--- config.mk ---
export PLATFORM = sky130hd
export DESIGN_NAME = async_fifo
export DESIGN_NICKNAME = d
export VERILOG_FILES = /design/src/rtl/async_fifo_pkg.sv /design/src/rtl/async_fifo_mem.sv /design/src/rtl/async_fifo.sv
export SDC_FILE = /design/constraint.sdc
export NUM_CORES = 1
export LEC_CHECK = 0
export CORE_MARGIN = 1
export CORE_UTILIZATION = 47
export CTS_BUF_LIST = sky130_fd_sc_hd__clkbuf_16
export DETAILED_ROUTE_END_ITERATION = 16
export PLACE_DENSITY = 0.63
export SLEW_MARGIN = 20
export SYNTH_ARGS = -nofsm -noshare
export SYNTH_HDL_FRONTEND = slang
export SYNTH_SLANG_ARGS = --single-unit
--- constraint.sdc ---
create_clock -name clk -period 6.3 [get_ports clk]
set_input_delay 1.26 -clock clk [delete_from_list [all_inputs] [get_ports clk]]
set_output_delay 1.26 -clock clk [all_outputs]
set_load 0.01 [all_outputs]
--- src/rtl/async_fifo_pkg.sv ---
// Shared defaults and helpers for the Gray-pointer FIFO.
//   DefaultDsize : default data width in bits
//   DefaultAsize : default address width (depth = 2^ASIZE)
//   bin2gray     : binary to reflected-Gray conversion (up to 32 bits)
package async_fifo_pkg;

  localparam int unsigned DefaultDsize = 8;
  localparam int unsigned DefaultAsize = 4;

  function automatic logic [31:0] bin2gray(input logic [31:0] bin);
    return bin ^ (bin >> 1);
  endfunction

endpackage

--- src/rtl/async_fifo_mem.sv ---
// 2^ASIZE x DSIZE storage array for async_fifo.
//   clk   : write clock
//   we    : write enable, write happens on the rising edge
//   waddr : write address
//   wdata : write data
//   raddr : read address
//   rdata : combinational read data at raddr
module async_fifo_mem
  import async_fifo_pkg::*;
#(
  parameter int unsigned DSIZE = DefaultDsize,
  parameter int unsigned ASIZE = DefaultAsize
) (
  input  logic             clk,
  input  logic             we,
  input  logic [ASIZE-1:0] waddr,
  input  logic [DSIZE-1:0] wdata,
  input  logic [ASIZE-1:0] raddr,
  output logic [DSIZE-1:0] rdata
);

  localparam int unsigned Depth = 1 << ASIZE;

  // Contents are deliberately not reset.
  logic [DSIZE-1:0] mem_q [Depth];

  always_ff @(posedge clk) begin
    if (we) begin
      mem_q[waddr] <= wdata;
    end
  end

  assign rdata = mem_q[raddr];

endmodule

--- src/rtl/async_fifo.sv ---
// Gray-pointer FIFO with first-word-fall-through read data and registered flags.
// Both sides share one clock; the pointer synchronizers are a build option.
//   clk    : clock, all state changes on the rising edge
//   rst    : synchronous active-high reset
//   winc   : push request, ignored while wfull
//   wdata  : push data
//   wfull  : FIFO full
//   rinc   : pop request, ignored while rempty
//   rdata  : head-of-queue data, valid while !rempty
//   rempty : FIFO empty
// Build option: define ASYNC_FIFO_SYNC_EN to route each opposite-side Gray pointer
// through a 2-flop synchronizer (flag release latency becomes 3 cycles).
module async_fifo
  import async_fifo_pkg::*;
#(
  parameter int unsigned DSIZE = DefaultDsize,
  parameter int unsigned ASIZE = DefaultAsize
) (
  input  logic             clk,
  input  logic             rst,
  input  logic             winc,
  input  logic [DSIZE-1:0] wdata,
  output logic             wfull,
  input  logic             rinc,
  output logic [DSIZE-1:0] rdata,
  output logic             rempty
);

  localparam int unsigned PtrW = ASIZE + 1;

  logic [PtrW-1:0] wbin_q, wbin_d, wgray_q, wgray_d;
  logic [PtrW-1:0] rbin_q, rbin_d, rgray_q, rgray_d;
  logic            wfull_q, wfull_d, rempty_q, rempty_d;
  logic [PtrW-1:0] wgray_cmp, rgray_cmp;
  logic            push, pop;

  assign push = winc && !wfull_q;
  assign pop  = rinc && !rempty_q;

  always_comb begin
    wbin_d   = wbin_q + {{ASIZE{1'b0}}, push};
    rbin_d   = rbin_q + {{ASIZE{1'b0}}, pop};
    wgray_d  = PtrW'(bin2gray(32'(wbin_d)));
    rgray_d  = PtrW'(bin2gray(32'(rbin_d)));
    rempty_d = (rgray_d == wgray_cmp);
    // Full when the write pointer is one lap ahead: top two Gray bits differ, rest equal.
    wfull_d  = (wgray_d == {~rgray_cmp[ASIZE:ASIZE-1], rgray_cmp[ASIZE-2:0]});
  end

  always_ff @(posedge clk) begin
    if (rst) begin
      wbin_q   <= '0;
      wgray_q  <= '0;
      rbin_q   <= '0;
      rgray_q  <= '0;
      wfull_q  <= 1'b0;
      rempty_q <= 1'b1;
    end else begin
      wbin_q   <= wbin_d;
      wgray_q  <= wgray_d;
      rbin_q   <= rbin_d;
      rgray_q  <= rgray_d;
      wfull_q  <= wfull_d;
      rempty_q <= rempty_d;
    end
  end

`ifdef ASYNC_FIFO_SYNC_EN
  logic [PtrW-1:0] wq1_q, wq2_q, rq1_q, rq2_q;

  always_ff @(posedge clk) begin
    if (rst) begin
      wq1_q <= '0;
      wq2_q <= '0;
      rq1_q <= '0;
      rq2_q <= '0;
    end else begin
      wq1_q <= wgray_q;
      wq2_q <= wq1_q;
      rq1_q <= rgray_q;
      rq2_q <= rq1_q;
    end
  end

  assign wgray_cmp = wq2_q;
  assign rgray_cmp = rq2_q;
`else
  assign wgray_cmp = wgray_q;
  assign rgray_cmp = rgray_q;
`endif

  async_fifo_mem #(
    .DSIZE(DSIZE),
    .ASIZE(ASIZE)
  ) u_mem (
    .clk  (clk),
    .we   (push),
    .waddr(wbin_q[ASIZE-1:0]),
    .wdata(wdata),
    .raddr(rbin_q[ASIZE-1:0]),
    .rdata(rdata)
  );

  assign wfull  = wfull_q;
  assign rempty = rempty_q;

endmodule

==> results of run 1 <==
[cell families (layout without fill, tap and decap cells)]
family,count (synthesis),after routing,synth area share [%]
xor gates and xnor gates,26,26,3.82
and+or+nand+nor,58,58,4.64
muxes,40,40,16.6
AOI/OAI and AO/OA,8,8,0.946
adders and majority gates,4,4,0.841
DFF,148,148,71.3
buffers and inverters,15,56,1.83
[power by group]
part / internal [mW] / switching [mW]
clock network: 0.604 / 0.350
logic: 0.0937 / 0.0642
registers: 1.08 / 0.0267
[layer usage]
layer,vias to the layer above,track usage (%),part of all wire (%)
li1,1268,-,-
met4,0,8.40,0.95
met2,74,29.9,50
met5,-,0,0
met1,1388,25.6,42
met3,6,4.76,6.7
[Yosys cell counts (all sizes together)]
cell type	number
a21boi	2
a22oi	1
and3	2
and3b	1
buf	9
clkbuf	6
dfxtp	20
edfxtp	128
ha	4
mux4	40
nand2	4
nand2b	2
nand3	5
nand3b	2
nor2	27
nor2b	8
nor3	6
nor4	1
o211ai	1
o21ai	2
o21bai	1
o2bb2ai	1
xnor2	14
xor2	12
[through the flow]
stage	cell area, µm²	setup WS, ns	utilization [%]
after floorplan	5950	3.40	-
final	6860	2.21	56.4
after detailed placement	6300	2.25	51.8
after global placement	6300	2.25	51.8
after global routing	6860	2.10	56.4
after CTS	6860	1.80	56.4
[flip-flops by register name, indices dropped and copies added (netlist names)]
signal       cells
wbin_q           5
rgray_cmp        4
rbin_q           5
rempty           1
wgray_cmp        4
wfull            1
u_mem.mem_q    128
[critical path: stages (launching register included)]
cell,delay [ns]
dfxtp_4,0.74
mux4_1,0.65
mux4_2,0.52
clkdlybuf4s50_1,0.50
[final cells by class]
| type | count | area, µm² | area share, % |
|---|---|---|---|
| well taps | 168 | 210 | 3.06 |
| clock buffers | 17 | 425 | 6.20 |
| clock inverters | 14 | 133 | 1.93 |
| multi-input cells | 136 | 1610 | 23.4 |
| repair buffers | 25 | 240 | 3.50 |
| flip-flops and latches | 148 | 4250 | 61.9 |
[how the worst min path moves through the flow]
stage	from	cells past startpoint	end
global route	rgray_cmp[2]	2	wfull
finish	rgray_cmp[2]	2	wfull
floorplan	rgray_cmp[2]	2	wfull
global placement	rgray_cmp[2]	2	wfull
CTS	rgray_cmp[2]	2	wfull
detailed placement	rgray_cmp[2]	2	wfull
==> impl_results.md, run 1 <==
* Status: finished clean
* CP required at 5.04 ns
* Max IR drop VDD at 0.000193 V
* Yosys cell types at 29
* I/O Buffers at 21
* Maximum clock path buffer count at 2
* CTS Hold Buffers Added at 0
* Syn. warnings at 0
* Final Non-Filler Cells at 508
* Cells after Synth at 299
* Row cnt at 40
* Final Hold Vio Count at 0
* Mapped Area at 0.00595 mm²
* Pwr Total at 2.22 mW
* Cell accounting for the most synthesized area: edfxtp_1
* Critical path launch point type: register
* Die area at 0.0131 mm²
* Top cells by area, synth: edfxtp_1 65%, mux4_1 11%, dfxtp_1 6.7%
* Die Span Y at 115 µm
* Most common cell after layout, fill and taps aside: edfxtp_1
* Layout cells sized above 1 at 12.6%
* Post-CTS resize count at 0
* Core ar. at 0.0122 mm²
* R2r startpoint: rbin_q[0]
* Detailed-route wire length at 11.1 mm
* DR WL/cell at 21.8 µm
* Area share of the largest cell type after synthesis at 64.6%
* Diode count at 0
* Syn Nets at 315
* HPWL after detailed placement at 6.49 mm
* Io pins at 22
* Critical path capture point type: primary output
* DRC at 0
* Skew-Pair Late Insertion Delay at 0.42 ns
* Sink Count at 148
* Detailed Route Iter0 Violations at 261
* Final setup fails at 0
* Register area share after synthesis at 71.3%
* Remaining antenna violation count after routing at 0
* Reg2reg end: rempty
* Syn-to-layout area delta at 15.3%
* Initial antenna violation count at 0
* Clk slew on worst S/H paths at 0.05 ns
* RD Place Congestion at 0.742
* MaxCap Viol Count at 0
* Skew final at 0.00768 ns
* Vias in the first global route at 2673
* Largest net degree at the start of global routing at 36
* Crit-path max FO at 33
* Via count at 2736
* Syn_area_per_cell at 19.9 µm²
* Worst hold path class: reg2reg
* First-pass GRT wire length at 17.0 mm
* Worst setup path startpoint: rbin_q[0]
* RSZ-0062 raised after global routing: no
* Worst Reg-to-Reg Cells at 7
* Total CTS buffers at 17
* GR Overflow Total at 0
* Commonest non-fill, non-tap cells in the layout: 128 x edfxtp_1, 27 x nor2_1, 24 x mux4_1, 21 x clkdlybuf4s50_1, 19 x dfxtp_1
* Die Wd at 115 µm
* PwrDens at 324 mW/mm²
* Clk root buf: clkbuf_16
* Max frequency at 0.244 GHz
* Cell Count Post-Placement at 477
* Max H-tree Level at 4
* Slew @ Worst Pin at 1.08 ns
* Drt pass-1 iters at 5
* Leak at 2.25 nW
* CP Capture Point: rdata[1]
* Flops & latches, synth at 148
* Setup CP Type: reg2out
* Final Slew Violations at 0
* Arrival @ worst endpoint at 2.83 ns
* Setup slack, reg-to-reg at 3.98 ns
* Setup TNS at 0 ns
* Net count reported at finish at 344
* Post-CTS setup repair buffer count at 0
* TritonCTS clock tree: done
* Mean number of vias per cell at 5.39
* Hold slack at 0.511 ns
* Max_slew headroom at 27.5%
* Fillcell total at 924
* Final Cycle Share at 65.0%
* Initial Util at 49.0%
* Tot GR Track Use at 19.1%
* Final Critical Period at 4.09 ns
Note: power is estimated with default switching activity, not from simulation.
==> run 2, diff against run 1 <==
clock period = 4 ns   (was 6.3 ns; I/O delays follow)
==> impl_results.md, run 2 (synthesized netlist as in run 1, its figures left out) <==
* CP required at 3.20 ns (-1.84 ns)
* PwrDens at 512 mW/mm² (+58%)
* Post-CTS resize count at 0 (unchanged)
* Initial Util at 49.0% (unchanged)
* Hold slack at 0.562 ns (+0.0511 ns)
* Maximum clock path buffer count at 2 (unchanged)
* GR Overflow Total at 0 (unchanged)
* Initial antenna violation count at 0 (unchanged)
* Drt pass-1 iters at 4 (-1)
* Setup TNS at 0 ns (unchanged)
* Largest net degree at the start of global routing at 32 (-11%)
* Row cnt at 40 (unchanged)
* Final Hold Vio Count at 0 (unchanged)
* RD Place Congestion at 0.738 (-0.59%)
* Detailed Route Iter0 Violations at 174 (-33%)
* I/O Buffers at 21 (unchanged)
* Post-CTS setup repair buffer count at 0 (unchanged)
* Vias in the first global route at 2938 (+9.9%)
* RSZ-0062 raised after global routing: no
* CTS Hold Buffers Added at 0 (unchanged)
* Biggest register: u_mem.mem_q
* TritonCTS clock tree: done
* Most common cell after layout, fill and taps aside: edfxtp_1
* Top Registers: u_mem.mem_q: 128 flops, rbin_q: 5 flops, wbin_q: 5 flops
* Mean number of vias per cell at 5.40 (+0.23%)
* DR WL/cell at 21.0 µm (-4.0%)
* Max FFs per register at 128 (unchanged)
* DRC at 0 (unchanged)
* Crit-path max FO at 31 (-6.1%)
* Final Cycle Share at 86.6%
* Hold Path Depth at 2 (unchanged)
* Die Span Y at 115 µm (unchanged)
* Final Critical Period at 3.46 ns
* HPWL after detailed placement at 6.88 mm (+6.0%)
* CP top delay family: multiplexers
* Critical path buffers and inverters at 2 (+1)
* Setup slack, reg-to-reg at 1.90 ns (-2.08 ns)
* Fillcell total at 931 (+0.76%)
* CP max-delay cell: mux4_1
* Skew final at 0.00609 ns (-0.00160 ns)
* Setup CP Type: reg2out
* Max_slew headroom at 44.2% (+17 points)
* Commonest non-fill, non-tap cells in the layout: 128 x edfxtp_1, 27 x nor2_1, 24 x mux4_1, 21 x clkdlybuf4s50_1
* Worst Reg-to-Reg Cells at 8 (+1)
* Max IR drop VDD at 0.000243 V (+26%)
* Final Slew Violations at 0 (unchanged)
* Total CTS buffers at 17 (unchanged)
* Via count at 2834 (+3.6%)
* Critical path capture point type: primary output
* Arrival @ worst endpoint at 2.66 ns (-0.17 ns)
* Layout cells sized above 1 at 17.6% (+5.0 points)
* Detailed-route wire length at 11.0 mm (-0.76%)
* Clk root buf: clkbuf_16
* Skew-Pair Late Insertion Delay at 0.41 ns (about the same)
* Tot GR Track Use at 18.8% (-0.28 points)
* HP Start: rgray_cmp[2]
* Crit path largest cell delay at 0.60 ns (-0.14 ns)
* Sink Count at 148 (unchanged)
* Critical path launch point type: register
* Net count reported at finish at 360 (+4.7%)
* First-pass GRT wire length at 16.8 mm (-0.77%)
* Placement Setup Slack at 0.940 ns (-1.31 ns)
* Final setup fails at 0 (unchanged)
* Status: finished clean
* R2r startpoint: wfull
* Clk slew on worst S/H paths at 0.06 ns (about the same)
* Io pins at 22 (unchanged)
* Remaining antenna violation count after routing at 0 (unchanged)
* MaxCap Viol Count at 0 (unchanged)
* Worst hold path class: reg2reg
* Reg2reg end: wfull
* Hold endpoint: wfull
* Die area at 0.0131 mm² (unchanged)
* Max frequency at 0.289 GHz
* Diode count at 0 (unchanged)
* Worst setup margin at 0.536 ns (-1.67 ns)
* Critical-path cell list: buf_12, mux4_1, mux4_2, clkdlybuf4s50_1
* Core ar. at 0.0122 mm² (unchanged)
* Leak at 2.35 nW (+4.6%)
* Slew @ Worst Pin at 0.836 ns (-0.247 ns)
* Max H-tree Level at 4 (unchanged)
* Die Wd at 115 µm (unchanged)
* Syn-to-layout area delta at 18.1%
run 2: cell types whose count changed in the layout (fill, tap and decap cells not counted):
cell,previous run,this run
nor3_2,1,0
dfxtp_2,0,1
clkinv_4,0,2
clkinv_2,1,3
dfxtp_4,1,0
nor3_1,5,6
bufinv_16,3,4
clkinv_1,3,1
inv_1,7,5
buf_4,4,19
buf_12,0,1
run 2: through the flow:
step	instance area, µm²	util (%)	instances	power (mW)
after floorplan	5950	-	299	1.95
after global placement	6430	52.9	493	2.04
after detailed placement	6430	52.9	493	2.05
after CTS	7030	57.8	525	3.63
after global routing	7030	57.8	525	3.71
final	7030	57.8	525	3.60
run 2: final cells by class:
| type | count | area (µm²) | share of cell area, % |
|---|---|---|---|
| Timing Repair Buffer | 41 | 373 | 5.30 |
| Multi-Input combinational cell | 136 | 1600 | 22.8 |
| Tap cell | 168 | 210 | 2.99 |
| Clock inverter | 15 | 175 | 2.49 |
| Sequential cell | 148 | 4250 | 60.4 |
| Clock buffer | 17 | 425 | 6.05 |
run 2: layer usage:
layer  share of wire [%]  global-route usage, %
met4                 2.2                   8.57
met3                 4.8                   4.34
met5                   0                      0
met1                  43                   25.0
met2                  50                   29.7
run 2: worst max path at each step:
| stage | startpoint | endpoint | slack (ns) | cells after the start |
|---|---|---|---|---|
| global placement | rbin_q[0] | rdata[1] | 0.95 | 4 |
| global route | rbin_q[0] | rdata[3] | 0.45 | 4 |
| CTS | rbin_q[0] | rdata[1] | 0.52 | 4 |
| finish | rbin_q[0] | rdata[3] | 0.54 | 4 |
| detailed placement | winc | wfull | 0.94 | 9 |
| floorplan | rbin_q[1] | rdata[0] | 1.56 | 4 |
run 2: where the power goes:
part           switching (mW)  internal [mW]  total (mW)
combinational           0.131          0.156       0.288
clock                   0.566           1.03        1.59
sequential             0.0139           1.71        1.72
total                   0.711           2.89        3.60
run 2: tightest hold or removal path, delay by kind of cell, from the launching register on:
family	cells	cell delay (ns)
xor+xnor	1	0.14
flops	1	0.32
simple gates	1	0.05
